### config.mk
export PLATFORM = sky130hd
export DESIGN_NAME = lanzones
export DESIGN_NICKNAME = d
export VERILOG_FILES = /design/src/rtl/lanzones.sv
export SDC_FILE = /design/constraint.sdc
export NUM_CORES = 2
export LEC_CHECK = 0
export CORE_ASPECT_RATIO = 1.25
export CORE_MARGIN = 8
export CORE_UTILIZATION = 45
export CTS_CLUSTER_DIAMETER = 150
export DETAILED_ROUTE_END_ITERATION = 16
export HOLD_SLACK_MARGIN = 0.12
export MAX_ROUTING_LAYER = met4
export PLACE_DENSITY = 0.59
export REMOVE_ABC_BUFFERS = 1
export SYNTH_ARGS = -nofsm -noshare
export SYNTH_HDL_FRONTEND = slang
export SYNTH_SLANG_ARGS = --single-unit
### constraint.sdc
create_clock -name clk -period 6.92 [get_ports clk]
set_clock_uncertainty 0.05 [all_clocks]
set_input_delay 1.73 -clock clk [delete_from_list [all_inputs] [get_ports clk]]
set_output_delay 1.73 -clock clk [all_outputs]
set_load 0.03 [all_outputs]
### src/rtl/lanzones.sv
// Multicycle RV32I core with a single shared memory port.
// States: IDLE -> FETCH -> EXEC -> (MEM) -> WB -> FETCH; ECALL/EBREAK/illegal -> HALT.
module lanzones (
    input  logic        clk,
    input  logic        rstn,
    input  logic        LEn,
    output logic        RRdy,
    output logic [31:0] RAddr,
    input  logic        RVld,
    input  logic [31:0] RData,
    output logic        RWEn,
    output logic [31:0] RWData,
    output logic [3:0]  RWStrobe,
    output logic        Halt
);

    typedef enum logic [2:0] {IDLE, FETCH, EXEC, MEM, WB, HALT} state_t;

    localparam logic [6:0] OP_LUI    = 7'b0110111;
    localparam logic [6:0] OP_AUIPC  = 7'b0010111;
    localparam logic [6:0] OP_JAL    = 7'b1101111;
    localparam logic [6:0] OP_JALR   = 7'b1100111;
    localparam logic [6:0] OP_BRANCH = 7'b1100011;
    localparam logic [6:0] OP_LOAD   = 7'b0000011;
    localparam logic [6:0] OP_STORE  = 7'b0100011;
    localparam logic [6:0] OP_IMM    = 7'b0010011;
    localparam logic [6:0] OP_REG    = 7'b0110011;

    state_t      state, state_nxt;
    logic [31:0] pc, ir, result, next_pc, ea;
    logic [31:0] regs [32];

    logic [6:0]  opcode, funct7;
    logic [2:0]  funct3;
    logic [4:0]  rd, rs1, rs2;
    logic [31:0] rs1_val, rs2_val, pc_plus4;
    logic [31:0] imm_i, imm_s, imm_b, imm_u, imm_j;
    logic [31:0] alu_b, alu_out, exec_result, exec_next_pc, exec_ea, load_val;
    logic [7:0]  load_byte;
    logic [15:0] load_half;
    logic        alu_alt, take, illegal, is_load, is_store, is_branch;

    assign opcode    = ir[6:0];
    assign rd        = ir[11:7];
    assign funct3    = ir[14:12];
    assign rs1       = ir[19:15];
    assign rs2       = ir[24:20];
    assign funct7    = ir[31:25];
    assign rs1_val   = (rs1 == 5'd0) ? 32'd0 : regs[rs1];
    assign rs2_val   = (rs2 == 5'd0) ? 32'd0 : regs[rs2];
    assign pc_plus4  = pc + 32'd4;
    assign imm_i     = {{20{ir[31]}}, ir[31:20]};
    assign imm_s     = {{20{ir[31]}}, ir[31:25], ir[11:7]};
    assign imm_b     = {{19{ir[31]}}, ir[31], ir[7], ir[30:25], ir[11:8], 1'b0};
    assign imm_u     = {ir[31:12], 12'd0};
    assign imm_j     = {{11{ir[31]}}, ir[31], ir[19:12], ir[20], ir[30:21], 1'b0};
    assign is_load   = (opcode == OP_LOAD);
    assign is_store  = (opcode == OP_STORE);
    assign is_branch = (opcode == OP_BRANCH);

    // ir[30] selects SUB/SRA for register ops, but only SRAI among immediates
    assign alu_b   = (opcode == OP_REG) ? rs2_val : imm_i;
    assign alu_alt = ir[30] && ((opcode == OP_REG) || (funct3 == 3'b101));

    always_comb begin
        alu_out = 32'd0;
        case (funct3)
            3'b000: alu_out = alu_alt ? rs1_val - alu_b : rs1_val + alu_b;
            3'b001: alu_out = rs1_val << alu_b[4:0];
            3'b010: alu_out = {31'd0, $signed(rs1_val) < $signed(alu_b)};
            3'b011: alu_out = {31'd0, rs1_val < alu_b};
            3'b100: alu_out = rs1_val ^ alu_b;
            3'b101: alu_out = alu_alt ? 32'($signed(rs1_val) >>> alu_b[4:0])
                                      : rs1_val >> alu_b[4:0];
            3'b110: alu_out = rs1_val | alu_b;
            3'b111: alu_out = rs1_val & alu_b;
            default: alu_out = 32'd0;
        endcase
    end

    always_comb begin
        take = 1'b0;
        case (funct3)
            3'b000: take = (rs1_val == rs2_val);
            3'b001: take = (rs1_val != rs2_val);
            3'b100: take = ($signed(rs1_val) < $signed(rs2_val));
            3'b101: take = ($signed(rs1_val) >= $signed(rs2_val));
            3'b110: take = (rs1_val < rs2_val);
            3'b111: take = (rs1_val >= rs2_val);
            default: take = 1'b0;
        endcase
    end

    // For stores the result register carries rs2 through to the MEM phase
    always_comb begin
        exec_result  = 32'd0;
        exec_next_pc = pc_plus4;
        exec_ea      = rs1_val + imm_i;
        illegal      = 1'b0;
        case (opcode)
            OP_LUI:   exec_result = imm_u;
            OP_AUIPC: exec_result = pc + imm_u;
            OP_JAL: begin
                exec_result  = pc_plus4;
                exec_next_pc = pc + imm_j;
            end
            OP_JALR: begin
                exec_result  = pc_plus4;
                exec_next_pc = (rs1_val + imm_i) & ~32'd1;
                illegal      = (funct3 != 3'b000);
            end
            OP_BRANCH: begin
                if (take)
                    exec_next_pc = pc + imm_b;
                illegal = (funct3[2:1] == 2'b01);
            end
            OP_LOAD: illegal = (funct3 == 3'b011) || (funct3[2:1] == 2'b11);
            OP_STORE: begin
                exec_ea     = rs1_val + imm_s;
                exec_result = rs2_val;
                illegal     = funct3[2] || (funct3[1:0] == 2'b11);
            end
            OP_IMM: begin
                exec_result = alu_out;
                if (funct3 == 3'b001)
                    illegal = (funct7 != 7'b0000000);
                else if (funct3 == 3'b101)
                    illegal = (funct7 != 7'b0000000) && (funct7 != 7'b0100000);
            end
            OP_REG: begin
                exec_result = alu_out;
                illegal = !((funct7 == 7'b0000000) ||
                            ((funct7 == 7'b0100000) && ((funct3 == 3'b000) || (funct3 == 3'b101))));
            end
            default: illegal = 1'b1;
        endcase
    end

    always_comb begin
        load_byte = RData[7:0];
        case (ea[1:0])
            2'd1: load_byte = RData[15:8];
            2'd2: load_byte = RData[23:16];
            2'd3: load_byte = RData[31:24];
            default: load_byte = RData[7:0];
        endcase
        load_half = ea[1] ? RData[31:16] : RData[15:0];
        case (funct3)
            3'b000: load_val = {{24{load_byte[7]}}, load_byte};
            3'b001: load_val = {{16{load_half[15]}}, load_half};
            3'b100: load_val = {24'd0, load_byte};
            3'b101: load_val = {16'd0, load_half};
            default: load_val = RData;
        endcase
    end

    always_ff @(posedge clk) begin
        if (rstn) begin
            state   <= IDLE;
            pc      <= 32'd0;
            ir      <= 32'd0;
            result  <= 32'd0;
            next_pc <= 32'd0;
            ea      <= 32'd0;
            for (int i = 0; i < 32; i++)
                regs[i] <= 32'd0;
        end else begin
            state <= state_nxt;
            case (state)
                FETCH: if (RVld) ir <= RData;
                EXEC: begin
                    result  <= exec_result;
                    next_pc <= exec_next_pc;
                    ea      <= exec_ea;
                end
                MEM: if (is_load && RVld) result <= load_val;
                WB: begin
                    if (!is_store && !is_branch && rd != 5'd0)
                        regs[rd] <= result;
                    pc <= next_pc;
                end
                default: ;
            endcase
        end
    end

    // Write enable is gated by reset so a store caught by reset never lands
    always_comb begin
        state_nxt = state;
        RRdy      = 1'b0;
        RAddr     = 32'd0;
        RWEn      = 1'b0;
        RWData    = 32'd0;
        RWStrobe  = 4'd0;
        Halt      = (state == HALT);
        case (state)
            IDLE:  if (LEn) state_nxt = FETCH;
            FETCH: begin
                RRdy  = 1'b1;
                RAddr = {2'b00, pc[31:2]};
                if (RVld) state_nxt = EXEC;
            end
            EXEC: begin
                if (illegal)                  state_nxt = HALT;
                else if (is_load || is_store) state_nxt = MEM;
                else                          state_nxt = WB;
            end
            MEM: begin
                RAddr = {2'b00, ea[31:2]};
                if (is_load) begin
                    RRdy = 1'b1;
                    if (RVld) state_nxt = WB;
                end else begin
                    RWEn      = !rstn;
                    state_nxt = WB;
                    case (funct3)
                        3'b000: begin
                            RWStrobe = rstn ? 4'd0 : (4'b0001 << ea[1:0]);
                            RWData   = {24'd0, result[7:0]} << {ea[1:0], 3'b000};
                        end
                        3'b001: begin
                            RWStrobe = rstn ? 4'd0 : (ea[1] ? 4'b1100 : 4'b0011);
                            RWData   = ea[1] ? {result[15:0], 16'd0} : {16'd0, result[15:0]};
                        end
                        default: begin
                            RWStrobe = rstn ? 4'd0 : 4'b1111;
                            RWData   = result;
                        end
                    endcase
                end
            end
            WB:   state_nxt = FETCH;
            HALT: state_nxt = HALT;
            default: state_nxt = IDLE;
        endcase
    end

endmodule

==> results.tsv <==
metric	value	unit
Core ar.	0.177	mm2
Synth Register Bits	1197	
boundary pin count	107	
vias in the first global route	65918	
WL final	390000	um
Vias/cell	6.79	
# fillers	15755	
placed wire-length estimate	283000	um
Syn. warnings	0	
Setup violations, final	0	
Die X	393	um
library cells used by synthesis	103	
crit path kind	register to register	
Initial DRC Count	8887	
Worst-path clk slew	0.07	ns
register area	0.0343	mm2
DP Worst Slack	0.176	ns
Final #Nets	7715	
PwrDens	211	mW/mm2
max_cap viols	0	
root buf cell	clkbuf_16	
crit start category	register	
CTS tree	built	
largest net degree at the start of global routing	88	
layout cells sized above 1	18.5	%
total grt overflow	0	
RSZ-0062 raised after global routing	no	
FFs w/ async S/R, synth	0	%
fin cells	9940	
Total Power	0.0192	W
WHS	0.400	ns
wire per inst	39.3	um
area of the multi-input gates	0.0431	mm2
initial core utilization	45.1	%
CP max FO	29	
CP Data Arrival Time	7.43	ns
Syn-to-layout area delta	13.3	%
first-pass GRT wire length	533000	um
Tcrit/Tclk final	97.9	%
Post-synth EDFFs	1024	
HP Class	register to register	
final count of pins violating max slew	0	
status	finished clean	
register area share after synthesis	42.8	%
Final min period	6.78	ns
Total Routing Usage GR	40.9	%
Slew Limit Headroom	9.19	%
Die Area	0.192	mm2
Max Clk Rate	0.148	GHz
commonest non-fill, non-tap cells in the layout	and2_1 (1029), edfxtp_1 (1024), nand2_1 (551)	
TritonCTS Sinks	1197	
row cnt	173	
commonest non-fill, non-tap cell in the layout	and2_1	
clk buf depth	3	
Post-route DRC	0	
Hold Fails Final Rpt	0	
Placed Cells	9668	
die height	487	um
Mapped Area	0.0800	mm2
vias	67458	
setup TNS	0	ns
DRT antenna net count	0	
worst ir drop on vdd	207	uV
hold buffers post-CTS	0	
htree depth	4	
Clock Latency Late Sink	0.83	ns
Gate Count Post-Synth	7306	
Final WS setup	0.142	ns
initial antenna violation count	34	
WP data required	7.57	ns
Crit. End Element	register	
drt pass-1 iters	6	
Post-synth top flop	edfxtp_1	
Worst Max-Slew Pin Slew	1.35	ns
port bufs	104	
routability cong.	1.10	
P_leak	32.0	nW
mean area per synthesized cell	10.9	um2
CTS buffer count	135	
[critical path, stage by stage, from the launching register on]
cell and delay [ns]:
dfxtp_4 0.57, buf_12 0.33, mux4_2 0.59, mux4_2 0.48
mux2_2 0.31, o21ai_0 0.33, o21ai_0 0.23, inv_1 0.14
ha_1 0.23, nor2b_1 0.18, or4b_1 0.14, o2111ai_1 0.12
a21oi_1 0.68, a2111oi_2 0.16, buf_4 0.18, a21oi_1 0.25
o41ai_1 0.15, or2_2 0.31, a221o_1 0.34, a311oi_1 0.30
buf_4 0.19, o311ai_0 0.14, o22a_1 0.25
[path summary, 6_finish.rpt]
| path | end | cells past startpoint | from | slack (ns) |
|---|---|---|---|---|
| max | result[0] | 22 | register | 0.14 |
| min | ea[2] | 2 | ea[2] | 0.40 |
| max reg2reg | result[0] | 22 | register | 0.14 |
| min reg2reg | ea[2] | 2 | ea[2] | 0.40 |
[what timing repair did]
item,CTS,global route
setup endpoints to repair,0,5
gates resized for setup,0,3
setup buffers,0,8
[through the flow]
stage	cell area [um2]	util (%)
2_1_floorplan	77200	-
3_3_place_gp	86300	48.7
3_5_place_dp	86300	48.7
4_1_cts	90500	51.1
5_1_grt	90600	51.1
6_report	90700	51.1
[synth_stat cells, types with 21 or more instances]
| master | instances | area share [%] |
|---|---|---|
| a221oi_1 | 44 | 0.48 |
| xor2_1 | 60 | 0.66 |
| nand3_1 | 93 | 0.58 |
| edfxtp_1 | 1024 | 38 |
| mux2i_1 | 255 | 3.2 |
| a22o_1 | 48 | 0.53 |
| and3_1 | 27 | 0.21 |
| ha_1 | 220 | 3.4 |
| dfxtp_1 | 173 | 4.3 |
| nand2_1 | 552 | 2.6 |
| nor2b_1 | 44 | 0.34 |
| nor2_1 | 407 | 1.9 |
| o211ai_1 | 43 | 0.40 |
| mux2_2 | 25 | 0.35 |
| buf_6 | 34 | 0.48 |
| a21o_1 | 86 | 0.81 |
| o22ai_1 | 44 | 0.34 |
| nand2b_1 | 50 | 0.39 |
| and2_1 | 1030 | 8.1 |
| xnor2_1 | 127 | 1.4 |
| clkbuf_1 | 420 | 2.0 |
| o21ai_0 | 382 | 2.4 |
| nor3_1 | 77 | 0.48 |
| o221ai_1 | 45 | 0.49 |
| o21a_1 | 36 | 0.34 |
| o21bai_1 | 27 | 0.25 |
| a31oi_1 | 50 | 0.39 |
| mux4_2 | 507 | 14 |
| buf_2 | 100 | 0.63 |
| inv_1 | 136 | 0.64 |
| buf_4 | 36 | 0.34 |
| nand4_1 | 39 | 0.30 |
| a22oi_1 | 120 | 1.1 |
| a21oi_1 | 527 | 3.3 |
| buf_1 | 46 | 0.22 |
| or3_1 | 21 | 0.16 |
| a211oi_1 | 70 | 0.66 |
[power by group]
part	internal, W	leakage [nW]	total, W	switching, W
sequential	0.00805	12.0	0.00824	0.000192
combinational	0.00128	18.0	0.00377	0.00248
clock	0.00390	2.04	0.00716	0.00326
[cell type report]
| class | instances | share of cell area [%] |
|---|---|---|
| multi-input cells | 5362 | 47.6 |
| diodes | 20 | 0.0552 |
| repair buffers | 612 | 6.01 |
| inverters | 144 | 0.606 |
| flip-flops and latches | 1197 | 37.8 |
| clock inverters | 72 | 0.816 |
| well taps | 2362 | 3.26 |
| clock buffers | 171 | 3.90 |
[state kept, by name (all words and copies together) (netlist names), named ones only]
signal and count:
ea 32, ir 32, next_pc 32, pc 32, regs 1024, result 32
state 3
[layer usage]
layer  routed length (um)  vias up  track usage (%)
li1                     -    27677                -
met1               134000    33711             46.3
met2               181000     4670             64.1
met3                37000     1400             8.00
met4                38800        0             30.9
met5                    0        -                -
[cells by family after synthesis]
logic type               after synthesis  synth area share (%)
other                                  1               0.00469
flip-flops                          1197                  42.8
adder cells (fa/ha/maj)              227                  3.62
AND/OR/NAND/NOR                     2414                  15.8
AO/OA/AOI/OAI                       1711                  13.6
XOR/XNOR                             187                  2.05
multiplexers                         789                  17.9
buffers and inverters                780                  4.31
Power figures use the tool's default switching activity.
